===== src/rtl/im_program_loader_pkg.sv =====
// -----------------------------------------------------------------------------
// im_program_loader_pkg
// Shared definitions for the instruction-memory program loader:
//   - state_t    : loader FSM state encoding (IDLE/LOAD/WRITE/DONE)
//   - IM_ADDR_W  : IM byte-address width (IM spans 0x000..0xFFF)
//   - WORD_BYTES : bytes packed into one IM word
//   - CNT_W_DEF  : default width of the word counter (max load 1024 words)
// -----------------------------------------------------------------------------
package im_program_loader_pkg;

    localparam int IM_ADDR_W  = 12;
    localparam int WORD_BYTES = 4;
    localparam int CNT_W_DEF  = 11;

    typedef enum logic [1:0] {
        IDLE  = 2'b00,
        LOAD  = 2'b01,
        WRITE = 2'b10,
        DONE  = 2'b11
    } state_t;

endpackage


===== src/rtl/im_program_loader_if.sv =====
// -----------------------------------------------------------------------------
// im_program_loader_if
// Groups the byte-stream handshake and the IM write bus of the loader.
//   s_valid/s_data : byte stream into the loader
//   s_ready        : loader can accept a byte
//   IM_cs/IM_wr/IM_rd/IM_addr/IM_din : instruction-memory port
// Modports:
//   master : the loader (drives s_ready and the IM bus, consumes the stream)
//   slave  : the environment (byte source and the IM itself)
// -----------------------------------------------------------------------------
interface im_program_loader_if;

    logic        s_valid;
    logic [7:0]  s_data;
    logic        s_ready;
    logic        IM_cs;
    logic        IM_wr;
    logic        IM_rd;
    logic [31:0] IM_addr;
    logic [31:0] IM_din;

    modport master (
        input  s_valid, s_data,
        output s_ready, IM_cs, IM_wr, IM_rd, IM_addr, IM_din
    );

    modport slave (
        output s_valid, s_data,
        input  s_ready, IM_cs, IM_wr, IM_rd, IM_addr, IM_din
    );

endinterface


===== src/rtl/im_program_loader_byte_packer.sv =====
// -----------------------------------------------------------------------------
// im_program_loader_byte_packer
// Packs bytes big-endian into a 32-bit word: the first byte ends in [31:24],
// the fourth in [7:0].
// Ports:
//   clk, reset     : clock, asynchronous active-low reset
//   i_clr          : synchronous clear of counter and shift register
//   i_shift        : shift i_byte in (one accepted byte)
//   i_byte         : incoming byte
//   o_word         : current shift-register contents
//   o_word_full    : three bytes held; the next shifted byte completes a word
// -----------------------------------------------------------------------------
module im_program_loader_byte_packer
    import im_program_loader_pkg::*;
(
    input  logic        clk,
    input  logic        reset,
    input  logic        i_clr,
    input  logic        i_shift,
    input  logic [7:0]  i_byte,
    output logic [31:0] o_word,
    output logic        o_word_full
);

    logic [1:0]  r_cnt;
    logic [31:0] r_word;

    always_ff @(posedge clk or negedge reset) begin
        if (!reset) begin
            r_cnt  <= '0;
            r_word <= '0;
        end else if (i_clr) begin
            r_cnt  <= '0;
            r_word <= '0;
        end else if (i_shift) begin
            r_cnt  <= r_cnt + 2'd1;
            r_word <= {r_word[23:0], i_byte};
        end
    end

    assign o_word      = r_word;
    assign o_word_full = (r_cnt == 2'(WORD_BYTES - 1));

endmodule


===== src/rtl/im_program_loader.sv =====
// -----------------------------------------------------------------------------
// im_program_loader
// Fills the instruction memory from a byte stream. Bytes are packed into
// big-endian words and written at consecutive word addresses starting at a
// word-aligned base. The CPU is held while loading; done pulses on completion.
// Ports:
//   clk, reset         : clock, asynchronous active-low reset
//   start              : begin a load (sampled only in IDLE)
//   abort              : cancel a load in progress (LOAD/WRITE only)
//   base_addr          : start byte address, bits [1:0] ignored
//   word_count         : number of words to load, captured on start
//   bus (master)       : byte-stream handshake + IM write port
//   busy / cpu_hold    : load in progress
//   done               : one-cycle pulse on successful completion
//   err                : sticky; address wrap or abort, cleared by next start
// -----------------------------------------------------------------------------
module im_program_loader
    import im_program_loader_pkg::*;
#(
    parameter int ADDR_W = IM_ADDR_W,
    parameter int CNT_W  = CNT_W_DEF
) (
    input  logic              clk,
    input  logic              reset,
    input  logic              start,
    input  logic              abort,
    input  logic [ADDR_W-1:0] base_addr,
    input  logic [CNT_W-1:0]  word_count,
    im_program_loader_if.master bus,
    output logic              busy,
    output logic              cpu_hold,
    output logic              done,
    output logic              err
);

    state_t             r_state;
    state_t             w_state_next;
    logic [ADDR_W-1:0]  r_addr;
    logic [ADDR_W-1:0]  r_addr_hold;
    logic [CNT_W-1:0]   r_words_left;
    logic [31:0]        r_din_hold;
    logic               r_err;

    logic               w_start_ok;
    logic               w_accept;
    logic               w_word_full;
    logic [31:0]        w_word;
    logic               w_last;
    logic               w_wrap;
    logic               w_abort_ok;
    logic               w_pack_clr;

    assign w_start_ok = (r_state == IDLE) && start;
    assign w_accept   = (r_state == LOAD) && bus.s_valid;
    assign w_last     = (r_words_left == CNT_W'(1));
    assign w_abort_ok = abort && ((r_state == LOAD) || (r_state == WRITE));
    // Wrap: writing the top word while more words remain.
    assign w_wrap     = (r_state == WRITE) && (&r_addr[ADDR_W-1:2])
                        && (r_words_left > CNT_W'(1));
    // A new load and each completed word start the packer from empty, so
    // bytes left over from an aborted load never leak into the next word.
    assign w_pack_clr = w_start_ok || (r_state == WRITE);

    im_program_loader_byte_packer u_packer (
        .clk         (clk),
        .reset       (reset),
        .i_clr       (w_pack_clr),
        .i_shift     (w_accept),
        .i_byte      (bus.s_data),
        .o_word      (w_word),
        .o_word_full (w_word_full)
    );

    // State register
    always_ff @(posedge clk or negedge reset) begin
        if (!reset) begin
            r_state <= IDLE;
        end else begin
            r_state <= w_state_next;
        end
    end

    // Next-state logic
    always_comb begin
        w_state_next = r_state;
        unique case (r_state)
            IDLE: begin
                if (start) begin
                    w_state_next = (word_count == '0) ? DONE : LOAD;
                end
            end
            LOAD: begin
                if (abort) begin
                    w_state_next = IDLE;
                end else if (w_accept && w_word_full) begin
                    w_state_next = WRITE;
                end
            end
            WRITE: begin
                if (abort) begin
                    w_state_next = IDLE;
                end else if (w_last) begin
                    w_state_next = DONE;
                end else begin
                    w_state_next = LOAD;
                end
            end
            DONE: begin
                w_state_next = IDLE;
            end
            default: begin
                w_state_next = IDLE;
            end
        endcase
    end

    // Outputs: decoded from state and registers only. Outside WRITE the IM
    // address/data show the last written word via the hold registers.
    always_comb begin
        bus.s_ready = (r_state == LOAD);
        bus.IM_cs   = (r_state == WRITE);
        bus.IM_wr   = (r_state == WRITE);
        bus.IM_rd   = 1'b0;
        bus.IM_addr = {{(32-ADDR_W){1'b0}},
                       (r_state == WRITE) ? r_addr : r_addr_hold};
        bus.IM_din  = (r_state == WRITE) ? w_word : r_din_hold;
        busy        = (r_state == LOAD) || (r_state == WRITE);
        cpu_hold    = (r_state == LOAD) || (r_state == WRITE);
        done        = (r_state == DONE);
        err         = r_err;
    end

    // Address / word counter / hold registers / error flag
    always_ff @(posedge clk or negedge reset) begin
        if (!reset) begin
            r_addr       <= '0;
            r_addr_hold  <= '0;
            r_words_left <= '0;
            r_din_hold   <= '0;
            r_err        <= 1'b0;
        end else begin
            if (w_start_ok) begin
                r_addr       <= base_addr & ~ADDR_W'(3);
                r_words_left <= word_count;
            end else if (r_state == WRITE) begin
                // Natural modulo-2^ADDR_W wrap of the byte address.
                r_addr       <= r_addr + ADDR_W'(WORD_BYTES);
                r_words_left <= r_words_left - CNT_W'(1);
                r_addr_hold  <= r_addr;
                r_din_hold   <= w_word;
            end

            if (w_start_ok) begin
                r_err <= 1'b0;
            end else if (w_abort_ok || w_wrap) begin
                r_err <= 1'b1;
            end
        end
    end

endmodule


===== src/flat_wrapper.sv =====
// flat-port wrapper written by rule: the top's interface ports become plain ports
module im_program_loader_flat import im_program_loader_pkg::*;
#(
    parameter int ADDR_W = IM_ADDR_W,
    parameter int CNT_W  = CNT_W_DEF
)
  (clk, reset, start, abort, base_addr, word_count, busy, cpu_hold, done, err, bus_s_valid, bus_s_data, bus_s_ready, bus_IM_cs, bus_IM_wr, bus_IM_rd, bus_IM_addr, bus_IM_din);
  im_program_loader_if bus_i ();
  input  logic clk;
  input  logic reset;
  input  logic start;
  input  logic abort;
  input  logic [ADDR_W-1:0] base_addr;
  input  logic [CNT_W-1:0] word_count;
  output logic busy;
  output logic cpu_hold;
  output logic done;
  output logic err;
  input wire logic [$bits(bus_i.s_valid)-1:0] bus_s_valid;
  input wire logic [$bits(bus_i.s_data)-1:0] bus_s_data;
  output wire logic [$bits(bus_i.s_ready)-1:0] bus_s_ready;
  output wire logic [$bits(bus_i.IM_cs)-1:0] bus_IM_cs;
  output wire logic [$bits(bus_i.IM_wr)-1:0] bus_IM_wr;
  output wire logic [$bits(bus_i.IM_rd)-1:0] bus_IM_rd;
  output wire logic [$bits(bus_i.IM_addr)-1:0] bus_IM_addr;
  output wire logic [$bits(bus_i.IM_din)-1:0] bus_IM_din;
  assign bus_i.s_valid = bus_s_valid;
  assign bus_i.s_data = bus_s_data;
  assign bus_s_ready = bus_i.s_ready;
  assign bus_IM_cs = bus_i.IM_cs;
  assign bus_IM_wr = bus_i.IM_wr;
  assign bus_IM_rd = bus_i.IM_rd;
  assign bus_IM_addr = bus_i.IM_addr;
  assign bus_IM_din = bus_i.IM_din;
  im_program_loader #(.ADDR_W(ADDR_W), .CNT_W(CNT_W)) u_core (.clk(clk), .reset(reset), .start(start), .abort(abort), .base_addr(base_addr), .word_count(word_count), .bus(bus_i), .busy(busy), .cpu_hold(cpu_hold), .done(done), .err(err));
endmodule

===== config.mk =====
export PLATFORM = sky130hd
export DESIGN_NAME = im_program_loader_flat
export DESIGN_NICKNAME = d
export VERILOG_FILES = /design/src/rtl/im_program_loader_pkg.sv /design/src/rtl/im_program_loader_if.sv /design/src/rtl/im_program_loader_byte_packer.sv /design/src/rtl/im_program_loader.sv /design/src/flat_wrapper.sv
export SDC_FILE = /design/constraint.sdc
export NUM_CORES = 1
export LEC_CHECK = 0
export CELL_PAD_IN_SITES_DETAIL_PLACEMENT = 0
export CELL_PAD_IN_SITES_GLOBAL_PLACEMENT = 2
export CORE_MARGIN = 3
export CORE_UTILIZATION = 35
export CTS_CLUSTER_SIZE = 28
export DETAILED_ROUTE_END_ITERATION = 12
export PLACE_DENSITY = 0.83
export SLEW_MARGIN = 20
export SYNTH_ARGS = -nofsm -noshare
export SYNTH_HDL_FRONTEND = slang
export SYNTH_SLANG_ARGS = --single-unit

===== constraint.sdc =====
create_clock -name clk -period 4.4 [get_ports clk]
set_input_delay 0.88 -clock clk [delete_from_list [all_inputs] [get_ports clk]]
set_output_delay 0.88 -clock clk [all_outputs]
set_load 0.05 [all_outputs]

; ---- Word level (Yosys, flattened, before mapping)
; Cells that the tools add are included.
; W data, S select, Z words.
[totals]
register_bits = 104
latch_bits = 0
ramBits = 0
romBits = 0
in_bits = 36
output_inout_bits = 72
elab_cells = 54
mem_count = 0
[op_classes]
addsub = 3
mul = 0
div = 0
magnitude_cmp = 1
eq_ne = 7
shift = 0
muxes = 19
bitwise_logic = 0
reduce_logical = 16
[ops]
columns = cell, count
row1 = $mux W32, 3
row2 = $mux W12, 3
row3 = $mux W11, 2
row4 = $mux W2, 8
row5 = $add A12 B3 Y12 const B, 1
row6 = $eq A11 B1 Y1 const B, 1
row7 = $gt A11 B1 Y1 const B, 1
row8 = $logic_not A11 Y1, 1
row9 = $sub A11 B1 Y11 const B, 1
row10 = $reduce_and A10 Y1, 1
row11 = $pmux W2 S4, 1
row12 = $eq A2 B2 Y1 const B, 3
row13 = $logic_and A1 B1 Y1, 6
row14 = $reduce_bool A2 Y1, 3
row15 = $logic_or A1 B1 Y1, 3
row16 = $ne A3 B2 Y1 const B, 1
row17 = $add A2 B1 Y2 const B, 1
row18 = $eq A2 B1 Y1 const B, 1
row19 = $logic_not A2 Y1, 1
row20 = $mux W1, 2
row21 = $ne A2 B2 Y1 const B, 1
row22 = $reduce_and A2 Y1, 1

; ---- Depth between registers and ports, before layout
[depth]
ltp_word = 6
ltp_mapped = 7
depth_no_buf = 5

; ---- Hierarchy
; A second synthesis with hierarchy kept.
[unflattened]
hier_cells = 442
hier_area_um2 = 5351.4
[by_module_without_submodules]
columns = mod, instances, cells_per_inst, area_each_um2, seq_area_each_um2
row1 = im_program_loader, 1, 331, 3932.5, 1701.6
row2 = im_program_loader_byte_packer, 1, 111, 1418.9, 850.8

; ---- Worst setup path after synthesis
; OpenSTA, ideal clock, no wires.
[synth_path]
path_type = register to output
startpoint = reg u_core.r_state[0]
endpoint = out bus_IM_addr[6]
arrival_ns = 2.565
required_ns = 3.520
setup_slack_ns = 0.955
path_stages_with_launch = 7
n_path_buf = 3
cell_sequence = dfrtp_1 -> inv_1 -> ha_1 -> buf_4 -> clkbuf_1 -> buf_2 -> o21ai_0
[synth_via]
elab_chain_cells = 2
[synth_lines]
columns = item, line
row1 = from (decl), im_program_loader.sv:36  ; state_t r_state;
row2 = from (signal assigned), im_program_loader.sv:79  ; r_state <= w_state_next;
row3 = $eq A2 B2 Y1, -
row4 = named net bus_IM_cs, flat_wrapper.sv:22  ; output wire logic [$bits(bus_i.IM_cs)-1:0] bus_IM_cs;
row5 = $mux W12, im_program_loader.sv:125  ; (r_state == WRITE) ? r_addr : r_addr_hold};
row6 = to (decl), flat_wrapper.sv:25  ; output wire logic [$bits(bus_i.IM_addr)-1:0] bus_IM_addr;
; The timed path passes the listed nets, and every way through them passes these cells.

; ---- Worst setup path in the final report
[layout_path]
startpoint = reg u_core.r_state[0]
endpoint = out bus_IM_addr[6]
[layout_via]
elab_chain_cells = 2
[layout_lines]
columns = item, line
row1 = $eq A2 B2 Y1, im_program_loader.sv:125
row2 = $mux W12, im_program_loader.sv:125
; Every way passes these cells.

==> impl_metrics.env <==
export IMPL_status="finished clean"
export IMPL_timing_final_crit_share=0.791
export IMPL_routed_wl_um=11800
export IMPL_drt_iter0_drc=244
export IMPL_synth_seq_cells=102
export IMPL_ir_worst_vdd_v=0.000321
export IMPL_top_layer="met4"
export IMPL_core_mm2=0.0141
export IMPL_first_pass_iters=4
export IMPL_place_gp_congestion=0.750
export IMPL_std_cell_rows=43
export IMPL_required_ns=3.52
export IMPL_cp_cell_sequence="inv_1 > ha_2 > buf_12 > nand2_1 > o21ai_0 > clkdlybuf4s50_1"
export IMPL_post_dp_hpwl_um=7680
export IMPL_ys_types=46
export IMPL_cts_hold_buf=0
export IMPL_slowest_stage="clkdlybuf4s50_1"
export IMPL_tightest_slew_ns=0.811
export IMPL_post_place_ws_ns=1.27
export IMPL_power_density_mw_per_mm2=695
export IMPL_post_cts_buffers=0
export IMPL_rsz0062_at_grt="no"
export IMPL_critPathLaunchType="register"
export IMPL_wirelength_met1_um=5430
export IMPL_hold_path_class="reg2reg"
export IMPL_critPathMaxStageDelay_ns=0.85
export IMPL_report_final_slew_viol_count=0
export IMPL_initial_core_util=0.364
export IMPL_numCtsBuffers=9
export IMPL_relSlewSlack=0.459
export IMPL_clk_latency_ns=0.34
export IMPL_ios=108
export IMPL_root_buffer="clkbuf_16"
export IMPL_setup_violations=0
export IMPL_worst_path_stages=6
export IMPL_synth_most_common_cell="dfrtp_1"
export IMPL_synth_largest_area_cell="dfrtp_1"
export IMPL_wl_per_cell_um=15.9
export IMPL_yosys_warnings=0
export IMPL_yosys_area_top_type_share=0.496
export IMPL_grt_max_degree=66
export IMPL_fin_crit_ns=3.48
export IMPL_cts_resized=0
export IMPL_path_class="reg2out"
export IMPL_nNetsFinal=602
export IMPL_grt_pass1_wl_um=19600
export IMPL_p_leak_nw=2.72
export IMPL_dr_wl_met3_um=635
export IMPL_grt_total_usage=0.148
export IMPL_fill_cells=1351
export IMPL_io_buffers=84
export IMPL_crit_family="buffers and inverters"
export IMPL_skew_ns=0.00494
export IMPL_synth_async_reset_ratio=1.00
export IMPL_setup_slack_ns=0.921
export IMPL_crit_path_end_kind="output port"
export IMPL_synth_edf_count=0
export IMPL_setup_tns_ns=0
export IMPL_vias=3735
export IMPL_yosysSeqAreaShare=0.496
export IMPL_cts_htree_levels=3
export IMPL_n_antenna_cell=0
export IMPL_cap_violations=0
export IMPL_synth_area_leaders="dfrtp_1 50%, mux2_2 18%, nand2_1 6.1%"
export IMPL_dieArea_mm2=0.0162
export IMPL_fmaxAchievable_mhz=287
export IMPL_r2r_cells=6
export IMPL_fp_dieW_um=127
export IMPL_syn_area_mm2=0.00515
export IMPL_grt_overflow_total=0
export IMPL_final_hold_violation_count=0
export IMPL_synth_commonest_cells="102 x dfrtp_1, 83 x mux2_2, 83 x nand2_1, 35 x a21oi_1, 24 x buf_4"
export IMPL_area_growth_pct=23.6
export IMPL_cts_path_max_buffers=2
export IMPL_post_route_drc_count=0
export IMPL_avgSynthCellArea_um2=10.6
export IMPL_grt_pass1_vias=3913
export IMPL_netlist_instances=485
export IMPL_ant_nets=0
export IMPL_antenna_found_initial=0
export IMPL_avgViaCountPerCell=5.03
export IMPL_drive_gt1_frac=0.201
export IMPL_cts_tree="built"
export IMPL_synth_main_ff_cell="dfrtp_1"
export IMPL_total_power_w=0.00442
export IMPL_path_max_fanout=65
export IMPL_hold_depth=1
export IMPL_clk_pin_slew_ns=0.07
export IMPL_wl_met2_um=5590
export IMPL_worst_ep_arrival_time_ns=2.60
export IMPL_die_h_um=127
export IMPL_cts_sinks=102
export IMPL_critPathBufInv=3
power breakdown:
| group | internal, W | switching, W | total [W] |
|---|---|---|---|
| logic | 0.000835 | 0.00135 | 0.00218 |
| registers | 0.00122 | 0.000262 | 0.00148 |
| clock network | 0.000403 | 0.000352 | 0.000756 |
routing by layer:
| layer | global-route usage | vias to the layer above |
|---|---|---|
| met3 | 0.0401 | 12 |
| met2 | 0.243 | 86 |
| li1 | - | 1795 |
| met1 | 0.196 | 1842 |
| met4 | 0.0372 | 0 |
| met5 | 0 | - |
path summary, 6_finish.rpt:
kind	start	to	slack (ns)
max	u_core.r_state[0]$_DFFE_PN0P_	bus_IM_addr[6]	0.92
min	u_core.r_din_hold[24]$_DFFE_PN0N_	u_core.r_din_hold[24]$_DFFE_PN0N_	0.50
max reg2reg	u_core.r_state[0]$_DFFE_PN0P_	u_core.r_din_hold[15]$_DFFE_PN0N_	1.87
min reg2reg	u_core.r_din_hold[24]$_DFFE_PN0N_	u_core.r_din_hold[24]$_DFFE_PN0N_	0.50
max in group asynchronous	reset	u_core.r_din_hold[23]$_DFFE_PN0N_	2.97
min in group asynchronous	reset	u_core.r_words_left[7]$_DFFE_PN0N_	0.63
logic make-up after synthesis:
family          synth area share
xor+xnor                  0.0153
other cells             0.000728
mux                        0.185
compound gates            0.0855
fa+ha+maj                 0.0219
simple gates               0.133
flops                      0.496
buf+inv                   0.0625
sequential cells by signal, summed over array words and instances, names as in the netlist:
register	count
u_core.r_din_hold	32
u_core.r_state	2
u_core.u_packer.r_cnt	2
u_core.u_packer.o_word	32
u_core.err	1
u_core.r_addr	10
u_core.r_addr_hold	12
u_core.r_words_left	11
cells in the final DEF (no fill, tap or decap), types with 4 or more instances in the layout:
master,instances
clkbuf_16,9
mux2_2,83
o21ai_0,13
a31oi_1,10
xor2_1,4
dfrtp_1,102
clkdlybuf4s50_1,83
nand4_1,4
nor2_1,15
nor2b_1,6
inv_1,8
a21oi_1,35
nand3_1,7
nand2_1,83
xnor2_1,5
nor4_1,4
buf_4,9
ha_1,8
or4_1,7
o31ai_1,7
conb_1,21
final cells by class:
cell class	instances	area, um^2	share of cell area
Sequential cell	102	2550	0.401
Timing Repair Buffer	93	918	0.144
Clock inverter	6	45.0	0.00708
Inverter	8	30.0	0.00472
Multi-Input combinational cell	343	2350	0.370
Tap cell	180	225	0.0354
Clock buffer	10	239	0.0376
worst register-to-register path, cell delays in order, from the launching register on:
cell,delay [ns]
dfrtp_1,0.40
inv_1,0.14
ha_2,0.21
buf_12,0.30
and2_2,0.49
buf_4,0.47
mux2_2,0.41
stage by stage:
stage          hold WS, ns  cells  area (um^2)  utilization
5_1_grt              0.514    742         6360        0.450
4_1_cts              0.511    742         6360        0.450
3_3_place_gp         0.479    726         6080        0.430
6_report             0.504    742         6360        0.450
2_1_floorplan        0.456    505         5220            -
3_5_place_dp         0.488    726         6080        0.430
(Power assumes the default switching activity.)
==> patch 1 (same settings) <==
Re-encode `state_t` (4 states) as Gray code, 2 bits wide.
--- a/src/rtl/im_program_loader_pkg.sv
+++ b/src/rtl/im_program_loader_pkg.sv
@@ -16,6 +16,6 @@
         IDLE  = 2'b00,
         LOAD  = 2'b01,
-        WRITE = 2'b10,
-        DONE  = 2'b11
+        WRITE = 2'b11,
+        DONE  = 2'b10
     } state_t;
 
Formal check against the unedited RTL: no difference found for any inputs over 4 cycles, from zero or initial values and one cycle with reset low; so few cycles prove little.
==> patch 1 against the unedited design <==
Sequential cell count unchanged. Synthesized area decreased by 9.4%. Routed wire length decreased by 2.1%. Register-to-register slack improved by 200 ps. Clock skew decreased by 1.4 ps. Final area decreased by 8.1%. Setup slack got worse by 9.2 ps.
Power is not compared: it rests on default switching activity, and its combinational part moved more than twofold at a synthesized area within 25%.
==> patch 1: results (changes against the unedited design) <==
result of the run completed (unchanged); part of the Yosys area used for sequential elements 54.7% (was 49.6%); synthesized area per cell 8.56 um2 (was 10.6 um2); post-route clock skew 3.53 ps (was 4.94 ps); setup slack at placement 1240 ps (was 1270 ps); drt total wl 11500 um (was 11800 um); Rel. slew slack 42.4% (was 45.9%); met2 WL post-DR 5370 um (was 5590 um); ranking of synthesized cells by area dfrtp_1 55%, nand2_1 20%, a21oi_1 4.0% (was dfrtp_1 50%, mux2_2 18%, nand2_1 6.1%); number of combinational gates with multiple inputs 407 (was 343); met2 usage 25.9% (was 24.3%); largest stage delay on the critical path 820 ps (was 850 ps); number of non-clock buffers in the layout 91 (was 93); leading cell types by count after synthesis 253 x nand2_1, 102 x dfrtp_1, 37 x a21oi_1 (was 102 x dfrtp_1, 83 x mux2_2, 83 x nand2_1); Setup WS post-layout 912 ps (was 921 ps); Worst Hold End u_core.r_din_hold[4] (was u_core.r_din_hold[24]); placed inst area 5580 um2 (was 6080 um2); grt met3 use 4.71% (was 4.01%); count of cells along the worst hold path 2 (was 1); vias per inst 4.82 (was 5.03); reg-to-reg critical path endpoint u_core.r_state[0] (was u_core.r_din_hold[15]); global-route wire length before repair 19200 um (was 19600 um); DPL Wire Length 7660 um (was 7680 um); non-clock buffer share of cell area 15.4% (was 14.4%); worst-path fanout max 57 (was 65); area of the multi-input gates 1900 um2 (was 2350 um2); sequential cell count 102 (unchanged); placed cells 776 (was 726); met1 track utilization from global routing 22.3% (was 19.6%); Critical Path Sink bus_IM_din[4] (was bus_IM_addr[6]); cells after synthesis 545 (was 485); gr usage total 16.4% (was 14.8%); fill cell instance count of the final layout 1295 (was 1351); reg-to-reg setup timing slack 2070 ps (was 1870 ps); post-layout utilization of the core 45.6% (was 45.0%)
patch 1: metrics by stage:
step | power [mW] | hold WS, ps
after detailed placement | 1.63 | 458
after floorplan | 1.47 | 439
after CTS | 2.37 | 474
after global routing | 2.47 | 480
after global placement | 1.62 | 452
final | 2.33 | 468
patch 1: kinds of logic after synthesis:
family | count (synthesis) | share of synthesized area, %
compound gates | 77 | 10.6
xor+xnor | 3 | 0.563
fa+ha+maj | 4 | 1.07
buf+inv | 56 | 6.38
flops | 102 | 54.7
other cells | 1 | 0.0804
simple gates | 302 | 26.6
patch 1: worst reg2reg max path, stage by stage, from the launching register on:
cell and delay [ps]:
dfrtp_1 420, or4_4 570, or4_1 540, or4b_4 540
o2bb2ai_2 140
patch 1: where the power goes:
| group | internal (mW) | total, mW | switching, mW |
|---|---|---|---|
| logic | 0.168 | 0.479 | 0.311 |
| registers | 1.04 | 1.13 | 0.0937 |
| clock network | 0.393 | 0.725 | 0.333 |
| total | 1.60 | 2.33 | 0.737 |
==> patch 2 (same settings) <==
Without the edit above. `IM_ADDR_W`: 12 -> 11.
--- a/src/rtl/im_program_loader_pkg.sv
+++ b/src/rtl/im_program_loader_pkg.sv
@@ -9,5 +9,5 @@
 package im_program_loader_pkg;
 
-    localparam int IM_ADDR_W  = 12;
+    localparam int IM_ADDR_W  = 11;
     localparam int WORD_BYTES = 4;
     localparam int CNT_W_DEF  = 11;
Ports: changed (resized base_addr); port bits go from 108 to 107. No check against the original RTL was run, so the function may have changed too.
==> patch 2 against the unedited design <==
Global-route usage is 0.37 points lower. Clock power is 3.0% lower. Routed wire length is 6.8% lower. Total power is 2.6% lower. Sequential share of layout area is 0.55 points higher. Final area is 3.3% lower. Core utilization is 0.42 points higher. Setup slack worse by 260 ps. Non-clock buffer count is 3 lower. Synthesized area is 3.6% lower. First-iteration DRC count is 24% lower. Die area is 3.4% lower. Sequential cell count is 2 lower. Critical path type unchanged. Largest cell class unchanged. Largest power group unchanged.
==> patch 2: results (changes against the unedited design) <==
gr usage total 14.5% (was 14.8%); Overall Power 4.30 mW (was 4.42 mW); met1 track utilization from global routing 19.9% (was 19.6%); largest net degree at the start of global routing 82 (was 66); iteration-0 DRC count of the detailed router 185 (was 244); layout cells sized above 1 20.4% (was 20.1%); global-route wire length before repair 18400 um (was 19600 um); global routing's busiest layer met2 (unchanged); result of the run completed (unchanged); final weighted congestion of routability-driven global placement 0.802 (was 0.750); met3 WL 575 um (was 635 um); Port Buffers 82 (was 84); fill cell instance count of the final layout 1314 (was 1351); mux contribution to synthesized area 19.2% (was 18.5%); area inside the core boundary 13600 um2 (was 14100 um2); met2 usage 22.6% (was 24.3%); final instance area 6150 um2 (was 6360 um2); number of global-route vias before repair 3560 (was 3913); post-synthesis compound-gate area fraction 6.53% (was 8.55%); number of combinational gates with multiple inputs 329 (was 343); grt met3 use 4.95% (was 4.01%); multi-input gate share of the layout cell area 36.3% (was 37.0%); sequential cell count 100 (was 102); adder-cell share of the synthesized area 2.52% (was 2.19%); Clock Network Area Fraction 4.31% (was 4.46%); vias after detailed routing 3431 (was 3735); part of the Yosys area used for sequential elements 50.4% (was 49.6%); arrival time of data at the critical path endpoint 2860 ps (was 2600 ps); Layout Nets 581 (was 602); setup slack at placement 1000 ps (was 1270 ps); leading cell types by count after synthesis 100 x dfrtp_1, 83 x mux2_2, 76 x nand2_1 (was 102 x dfrtp_1, 83 x mux2_2, 83 x nand2_1); worst-path fanout max 30 (was 65); largest stage delay on the critical path 710 ps (was 850 ps); leakage power 2.65 nW (was 2.72 nW); met2 WL post-DR 5090 um (was 5590 um); XOR/XNOR share of the synthesized area 3.18% (was 1.53%); total routed wire length on the met1 layer 5210 um (was 5430 um); non-clock buffer share of cell area 14.7% (was 14.4%); DPL Wire Length 7320 um (was 7680 um); placed inst area 5890 um2 (was 6080 um2); switch share 43.8% (was 44.4%); ranking of synthesized cells by area dfrtp_1 50%, mux2_2 19%, a21oi_1 5.7% (was dfrtp_1 50%, mux2_2 18%, nand2_1 6.1%); placed cells 701 (was 726); synthesized area per cell 10.7 um2 (was 10.6 um2); number of non-clock buffers in the layout 90 (was 93); IR drop worst, VDD 0.000364 V (was 0.000321 V); sequential share of cell area 40.7% (was 40.1%); post-route clock skew 8.79 ps (was 4.94 ps); mean routed wirelength per cell 15.3 um (was 15.9 um); count of unique library cells instantiated by Yosys 34 (was 46); share of power burned in registers 33.6% (was 33.5%); Non-clk invs 6 (was 8); final std cells w/o fill 716 (was 742)
patch 2: cell types whose count changed after synthesis, moves of 5 or more:
cell     delta
a21oi_1    +22
a31oi_1     -8
buf_1       +5
nand2_1     -7
nor2_1     +14
o21ai_0    -13
o31ai_1     -7
or4_1       -7
xor2_1      +5
patch 2: final timing paths:
| kind | start | to | slack [ps] | cells after the start |
|---|---|---|---|---|
| setup / recovery | u_core.r_state[0] | bus_IM_din[22] | 660 | 5 |
| hold / removal | u_core.r_addr_hold[1] | u_core.r_addr_hold[1] | 490 | 1 |
| setup reg to reg | u_core.r_state[0] | u_core.r_words_left[9] | 1640 | 7 |
| hold reg to reg | u_core.r_addr_hold[1] | u_core.r_addr_hold[1] | 490 | 1 |
| max in group asynchronous | reset | u_core.r_addr[9] | 3080 | 2 |
| min in group asynchronous | reset | u_core.r_words_left[8] | 560 | 1 |
